<file path="config.mk">
export PLATFORM = sky130hd
export DESIGN_NAME = control_sequencer
export DESIGN_NICKNAME = d
export VERILOG_FILES = /design/src/rtl/control_sequencer.sv
export SDC_FILE = /design/constraint.sdc
export NUM_CORES = 1
export LEC_CHECK = 0
export ABC_CLOCK_PERIOD_IN_PS = 1800
export CAP_MARGIN = 30
export CELL_PAD_IN_SITES_DETAIL_PLACEMENT = 1
export CELL_PAD_IN_SITES_GLOBAL_PLACEMENT = 1
export CORE_ASPECT_RATIO = 1.5
export CORE_MARGIN = 10
export CORE_UTILIZATION = 27
export CTS_CLUSTER_DIAMETER = 30
export DETAILED_ROUTE_END_ITERATION = 12
export PLACE_DENSITY = 0.84
export SKIP_CTS_REPAIR_TIMING = 1
export SYNTH_ARGS = -nofsm -noshare
export SYNTH_HDL_FRONTEND = slang
export SYNTH_SLANG_ARGS = --single-unit
</file>
<file path="constraint.sdc">
create_clock -name clk -period 1.8 [get_ports clk]
set_input_delay 0.36 -clock clk [delete_from_list [all_inputs] [get_ports clk]]
set_output_delay 0.36 -clock clk [all_outputs]
set_load 0.02 [all_outputs]
</file>
<file path="src/rtl/control_sequencer.sv">
// Instruction-cycle sequencer: fetch (T0-T1), decode/address (T2-T3), execute (T4-T6).
// IDLE wait for run | T0 AR<-PC | T1 fetch | T2 AR<-IR | T3 indirect | T4 operand/store | T5 ALU | T6 writeback
module control_sequencer (
    input  logic       clk,
    input  logic       rst,
    input  logic       run,
    input  logic [7:0] ir,
    input  logic       mem_ready,
    output logic       ldAR,
    output logic       ldPC,
    output logic       ldDR,
    output logic       ldAC,
    output logic       ldIR,
    output logic       incPC,
    output logic       rstPC,
    output logic [2:0] busSel,
    output logic [2:0] aluOp,
    output logic       memRead,
    output logic       memWrite,
    output logic [7:0] t,
    output logic       busy,
    output logic [7:0] icount
);

    typedef enum logic [3:0] {
        S_IDLE = 4'd0,
        S_T0   = 4'd1,
        S_T1   = 4'd2,
        S_T2   = 4'd3,
        S_T3   = 4'd4,
        S_T4   = 4'd5,
        S_T5   = 4'd6,
        S_T6   = 4'd7
    } state_t;

    localparam logic [2:0] BUS_AR  = 3'd0;
    localparam logic [2:0] BUS_PC  = 3'd1;
    localparam logic [2:0] BUS_AC  = 3'd3;
    localparam logic [2:0] BUS_IR  = 3'd4;
    localparam logic [2:0] BUS_MEM = 3'd5;
    localparam logic [2:0] OP_STORE = 3'd5;

    state_t     state, state_next;
    logic       retire;
    logic [2:0] opcode;
    logic       unused_ir;

    assign opcode    = ir[6:4];
    assign unused_ir = ^ir[3:0];
    assign rstPC     = rst;

    always_ff @(posedge clk or posedge rst) begin
        if (rst) begin
            state  <= S_IDLE;
            icount <= 8'd0;
        end else begin
            state <= state_next;
            if (retire)
                icount <= icount + 8'd1;
        end
    end

    always_comb begin
        state_next = state;
        retire     = 1'b0;
        ldAR       = 1'b0;
        ldPC       = 1'b0;
        ldDR       = 1'b0;
        ldAC       = 1'b0;
        ldIR       = 1'b0;
        incPC      = 1'b0;
        memRead    = 1'b0;
        memWrite   = 1'b0;
        busSel     = BUS_AR;
        aluOp      = 3'd0;
        case (state)
            S_IDLE: if (run) state_next = S_T0;
            S_T0: begin
                busSel     = BUS_PC;
                ldAR       = 1'b1;
                state_next = S_T1;
            end
            S_T1: begin
                busSel  = BUS_MEM;
                memRead = 1'b1;
                if (mem_ready) begin
                    ldIR       = 1'b1;
                    incPC      = 1'b1;
                    state_next = S_T2;
                end
            end
            S_T2: begin
                busSel     = BUS_IR;
                ldAR       = 1'b1;
                state_next = S_T3;
            end
            S_T3: begin
                if (ir[7]) begin
                    busSel  = BUS_MEM;
                    memRead = 1'b1;
                    if (mem_ready) begin
                        ldAR       = 1'b1;
                        state_next = S_T4;
                    end
                end else begin
                    state_next = S_T4;
                end
            end
            S_T4: begin
                if (opcode == OP_STORE) begin
                    busSel   = BUS_AC;
                    memWrite = 1'b1;
                    retire   = mem_ready;
                end else begin
                    busSel  = BUS_MEM;
                    memRead = 1'b1;
                    if (mem_ready) begin
                        ldDR       = 1'b1;
                        state_next = S_T5;
                    end
                end
            end
            S_T5: begin
                aluOp = opcode;
                ldAC  = 1'b1;
                // SHIFT, CMP and SQRT write their result back to memory
                if (opcode == 3'd3 || opcode == 3'd6 || opcode == 3'd7)
                    state_next = S_T6;
                else
                    retire = 1'b1;
            end
            S_T6: begin
                busSel   = BUS_AC;
                memWrite = 1'b1;
                retire   = mem_ready;
            end
            default: state_next = S_IDLE;
        endcase
        if (retire)
            state_next = run ? S_T0 : S_IDLE;
    end

    always_comb begin
        t = 8'd0;
        case (state)
            S_T0:    t[0] = 1'b1;
            S_T1:    t[1] = 1'b1;
            S_T2:    t[2] = 1'b1;
            S_T3:    t[3] = 1'b1;
            S_T4:    t[4] = 1'b1;
            S_T5:    t[5] = 1'b1;
            S_T6:    t[6] = 1'b1;
            default: t    = 8'd0;
        endcase
    end

    assign busy = (state != S_IDLE);

endmodule

</file>
==> impl_results.md, run 1 <==
* Outcome: finished clean
* Routed WL at 3317 um
* Largest area contributor in the synthesized netlist: dfrtp_1
* Post-synth top area share at 33.18%
* Ports at 44
* Part of the power in registers at 17.5%
* HP Class: in2async
* Final core occ at 49.57%
* CTS sink count at 11
* CTS tree: done
* Initial DRC count at 15
* Avg Cell Area, Syn at 8.825 um^2
* R2R cell count at 8
* Clock insertion delay at the later pin of the skew report at 0.24 ns
* Die W at 65.26 um
* Crit-path leading delay family: simple AND/OR/NAND/NOR gates
* CORE AREA at 2943 um^2
* Clk_skew at 0.001643 ns
* Final hold vios at 0
* Row Count at 24
* CP arrival at 1.40 ns
* Sequential area share after synthesis at 33.18%
* Placed wire-length estimate at 2771 um
* Fraction of registers with async set/reset at 100.0%
* Clock power frac at 9.6%
* Antenna viol nets, final at 0
* Mapped cell area at 829.5 um^2
* Grt total ovfl at 0
* Slowest CP cell: or3b_4
* Largest cells by area after synthesis: dfrtp_1 (33%), xnor2_1 (6.3%), buf_4 (4.5%)
* Register bit total from synthesis at 11
* P&R area growth vs syn at 75.87%
* First-pass GRT wire length at 5050 um
* RR Startpoint: state[2]
* Fin nets at 171
* Clk buf depth at 2
* Starting Density at 28.19%
* Max Clk Rate at 568.0 MHz
* Internal power at 1.385 mW
* Port Buf Inserts at 37
* Total global-route track usage at 11.09%
* Critical Path End Type: output port
* Post-synth EDFFs at 0
* R2R setup slack at 0.06 ns
* Routed wire per std cell at 16.92 um
* Clock transition at path regs at 0.05 ns
* CP bufs+invs at 2
* Max_cap viols at 0
* Initial DRT Pass Iterations at 3
* RSZ-0062 raised after global routing: true
* Initial antenna violation count at 0
* GP Congestion at 0.7920
* Worst setup path category: reg2out
* Data required, critical path at 1.44 ns
* Crit-path max FO at 4
* Comb power frac at 73.0%
* Syn. warnings at 0
* CP Cell Sequence: or3b_4 -> inv_2 -> and2_4 -> buf_6
* Setup violators final at 0
* Tmin final at 1.760 ns
* Sw Ratio at 46.33%
* Die height at 87.89 um
* Leakage dissipation at 0.8152 nW
* Crit-path max cell delay at 0.43 ns
* Top-count cell post-synth: dfrtp_1
* TNS Setup at 0 ns
* DRC Markers at 0
* Final slew viol count at 0
* Ys flop type: dfrtp_1
* H-tree depth at 1
* Vias per cell at 4.622
* PwrDens at 1768 nW/um^2
* Syn Inst Count at 94
* FF-to-FF End: icount[5]
* CTS root buf: clkbuf_8
* Vias at 906
* Period utilisation layout at 97.80%
* Share of cells above drive strength 1 at 40.76%
* CP startpoint kind: register
* Max IR drop VDD at 0.0007070 V
* Total power draw at 2.580 mW
* CTS Buf Count at 3
* Net Sw Power at 1.195 mW
* Die area at 5735 um^2
* Count of distinct cell types in the synthesized netlist at 34
* Post-synth top cells: dfrtp_1 (11), nand2_1 (7), inv_1 (6), xnor2_1 (6)
* Vias in the first global route at 1041
* Diodes inserted at 0
* Largest net degree at the start of global routing at 12
flip-flops by register name, indices dropped and copies added (netlist names):
| name | count |
|---|---|
| icount | 8 |
| state | 3 |
layer usage:
metal  vias up  track usage (%)  part of all wire, %
met5         -                0                    0
met4         0            5.859                  1.1
met3         4            1.790                  3.6
li1        440                -                    -
met2        28            23.60                   60
met1       434            8.998                   36
worst register-to-register path: cells and delay by family, from the launching register on:
family | cells | cell delay (ns)
buffers and inverters | 3 | 0.46
DFF | 1 | 0.34
and+or+nand+nor | 2 | 0.50
AOI/OAI and AO/OA | 2 | 0.21
xor gates and xnor gates | 1 | 0.13
layout by cell type (no fill, tap or decap), drive strengths merged, types with 3 or more instances in the layout:
master,count
a21oi,5
and2,4
and3,3
buf,37
clkbuf,13
clkdlybuf4s50,11
dfrtp,11
dlymetal6s2s,10
inv,6
nand2,9
nand4,3
nor2,5
nor3,3
o21ai,9
xnor2,6
final cells by class:
type,instances,area [um^2]
clock buffer,4,45.04
fill,386,1484
inverter,6,22.52
multi-input combinational,69,490.5
sequential,11,275.3
tap,39,48.80
timing repair buffer,67,576.8
cell families after synthesis:
| kind of cell | count (synthesis) | synth area share, % |
|---|---|---|
| and+or+nand+nor | 37 | 26.09 |
| AOI/OAI and AO/OA | 20 | 17.19 |
| buffers and inverters | 15 | 11.76 |
| DFF | 11 | 33.18 |
| xor gates and xnor gates | 7 | 7.391 |
| muxes | 2 | 2.413 |
| adders and majority gates | 1 | 1.508 |
| other | 1 | 0.4521 |
how the worst max path moves through the flow:
| stage | start | endpoint | slack (ns) | cells past startpoint |
|---|---|---|---|---|
| global placement | ir[5] | busSel[2] | -0.44 | 5 |
| floorplan | state[2] | ldIR | 0.03 | 5 |
| CTS | ir[5] | memRead | -0.56 | 5 |
| finish | state[1] | incPC | 0.04 | 4 |
| detailed placement | ir[5] | memRead | -0.56 | 5 |
| global route | state[1] | ldAR | -0.06 | 6 |
power groups by stage:
stage,logic (mW),registers [mW],clock network [mW]
floorplan,0.873,0.501,0
detailed placement,1.90,0.452,0
global placement,1.80,0.442,0
global route,2.02,0.465,0.266
CTS,1.91,0.450,0.252
finish,1.88,0.450,0.247
stage by stage:
stage / cell area (um^2) / setup WS, ns / cells / hold WS, ns
finish: 1459 / 0.03953 / 196 / 0.4414
global route: 1459 / -0.06096 / 196 / 0.5022
CTS: 1424 / -0.5622 / 191 / 0.4589
detailed placement: 1379 / -0.5612 / 187 / 0.4952
global placement: 1379 / -0.4359 / 187 / 0.4569
floorplan: 834.6 / 0.02674 / 95 / 0.2124
Note: power is estimated with default switching activity, not from simulation.
==> run 2: changes to the inputs <==
==> constraint.sdc (replaced) <==
create_clock -name clk -period 1.8 [get_ports clk]
set_input_delay 0.45 -clock clk [delete_from_list [all_inputs] [get_ports clk]]
set_output_delay 0.45 -clock clk [all_outputs]
set_load 0.02 [all_outputs]
==> run 2 against run 1 <==
  * The flow now finishes with violations (negative setup slack)
  * Utilization increased by 2.4 points
  * Total power increased by 8.7%
  * Count of clock-buffer cells in the layout unchanged
  * Final area increased by 4.9%
  * Sequential power increased by 2%
  * Maximum frequency decreased by 9.3%
  * Flip-flop and latch count unchanged
  * Wire length increased by 12%
  * Hold slack improved by 0.032 ns
  * Largest cell class unchanged
  * Largest power group unchanged
  * Highest routed layer unchanged
==> impl_results.md, run 2 (synthesis results as in run 1) <==
* Outcome: finished, violations left
* Failing checks: negative setup slack
* Antenna viol nets, final at 0
* Clock insertion delay at the later pin of the skew report at 0.24 ns
* Vias in the first global route at 984
* Vias per cell at 4.909
* Most frequent cells in the layout: buf_4 (37), dfrtp_1 (11), dlymetal6s2s_1 (10), buf_6 (10), o21ai_1 (8)
* Diodes inserted at 0
* CORE AREA at 2943 um^2
* Total power draw at 2.803 mW
* TNS Setup at -0.8145 ns
* Period utilisation layout at 107.9%
* RSZ-0062 raised after global routing: true
* CTS root buf: clkbuf_8
* Setup violators final at 16
* CP arrival at 1.49 ns
* Clock transition at path regs at 0.05 ns
* Placed wire-length estimate at 2675 um
* Crit-path max FO at 4
* # placed instances at 186
* Fin worst setup slack at -0.1413 ns
* Share of cells above drive strength 1 at 47.17%
* Top flop regs: icount x8, state x3
* CTS Buf Count at 3
* Most common cell after layout, fill and taps aside: buf_4
* Data required, critical path at 1.35 ns
* P&R area growth vs syn at 84.46%
* Ports at 44
* PwrDens at 1832 nW/um^2
* Worst setup path category: reg2out
* Area of the multi-input gates at 525.5 um^2
* GP Congestion at 0.8263
* Clk_skew at 0.001116 ns
* Port Buf Inserts at 37
* CTS tree: done
* Initial antenna violation count at 0
* Final slew viol count at 0
* CTS sink count at 11
* Max FFs per register at 8
* Worst hold margin at 0.4730 ns
* Reg area at 275.3 um^2
* Initial DRC count at 24
* Routed wire per std cell at 18.72 um
* Fin nets at 173
* First-pass GRT wire length at 5043 um
* Row Count at 24
* Max IR drop VDD at 0.0007655 V
* Critical Path End Type: output port
* Tmin final at 1.941 ns
* Die W at 65.26 um
* H-tree depth at 1
* CP startpoint kind: register
* Total global-route track usage at 10.96%
* Die height at 87.89 um
* Final-layout fill cell count at 362
* Routed WL at 3707 um
* Max_cap viols at 0
* Layout Cells excl Fill at 198
* HP Class: reg2reg
* DRC Markers at 0
* Final hold vios at 0
* Max Clk Rate at 515.1 MHz
* Initial DRT Pass Iterations at 4
* Leakage dissipation at 0.8284 nW
* Clk buf depth at 2
* Starting Density at 28.19%
* Grt total ovfl at 0
* Top reg by flops: icount
* Vias at 972
* Die area at 5735 um^2
* Largest net degree at the start of global routing at 12
* R2R setup slack at -0.03 ns
run 2: cell types whose count changed in the layout (fill, tap and decap cells not counted), moves of 2 or more:
cell,change
clkbuf_2,-8
buf_6,+7
buf_4,+6
clkdlybuf4s50_1,-4
o21ai_0,-3
buf_2,+2
nand2_2,-2
nand2_4,+2
nor3_1,-2
nor3_2,+2
o21ai_1,+2
run 2: metal layers:
layer	share of wire (%)	track usage, %
met1	34	10.31
met2	60	21.99
met3	3.6	1.918
met4	2.2	4.688
met5	0	0
run 2: stage by stage:
| stage | cell area, um^2 | worst slack, ns | utilization, % |
|---|---|---|---|
| floorplan | 838.3 | 0.0006936 | - |
| global placement | 1363 | -0.6235 | 46.30 |
| global route | 1530 | -0.1848 | 52.00 |
| finish | 1530 | -0.1413 | 52.00 |
| CTS | 1408 | -0.7097 | 47.83 |
| detailed placement | 1363 | -0.7069 | 46.30 |
run 2: area by class of cell:
cell class,count,share of cell area [%]
Clock buffer,4,2.944
Multi-Input combinational cell,69,34.34
Tap cell,39,3.189
Inverter,6,1.635
Timing Repair Buffer,69,39.90
Sequential cell,11,17.99
run 2: critical path: stages (launching register included):
cell	delay, ns
dfrtp_1	0.40
or3b_4	0.45
inv_4	0.07
and2_4	0.14
buf_6	0.09
buf_6	0.10
run 2: final timing paths:
check / cells past startpoint / to / from
worst min register to register: 1 / icount[7] / icount[7]
max in group asynchronous: 2 / icount[5] / rst
min in group asynchronous: 2 / icount[0] / rst
worst min-delay path: 1 / icount[7] / icount[7]
worst max-delay path: 5 / ldIR / state[2]
worst max register to register: 9 / icount[5] / state[2]
run 2: power by group:
group	leakage, nW	switching (mW)	internal, mW
sequential	0.133	0.118	0.343
clock	0.0228	0.0993	0.156
combinational	0.673	1.09	0.993
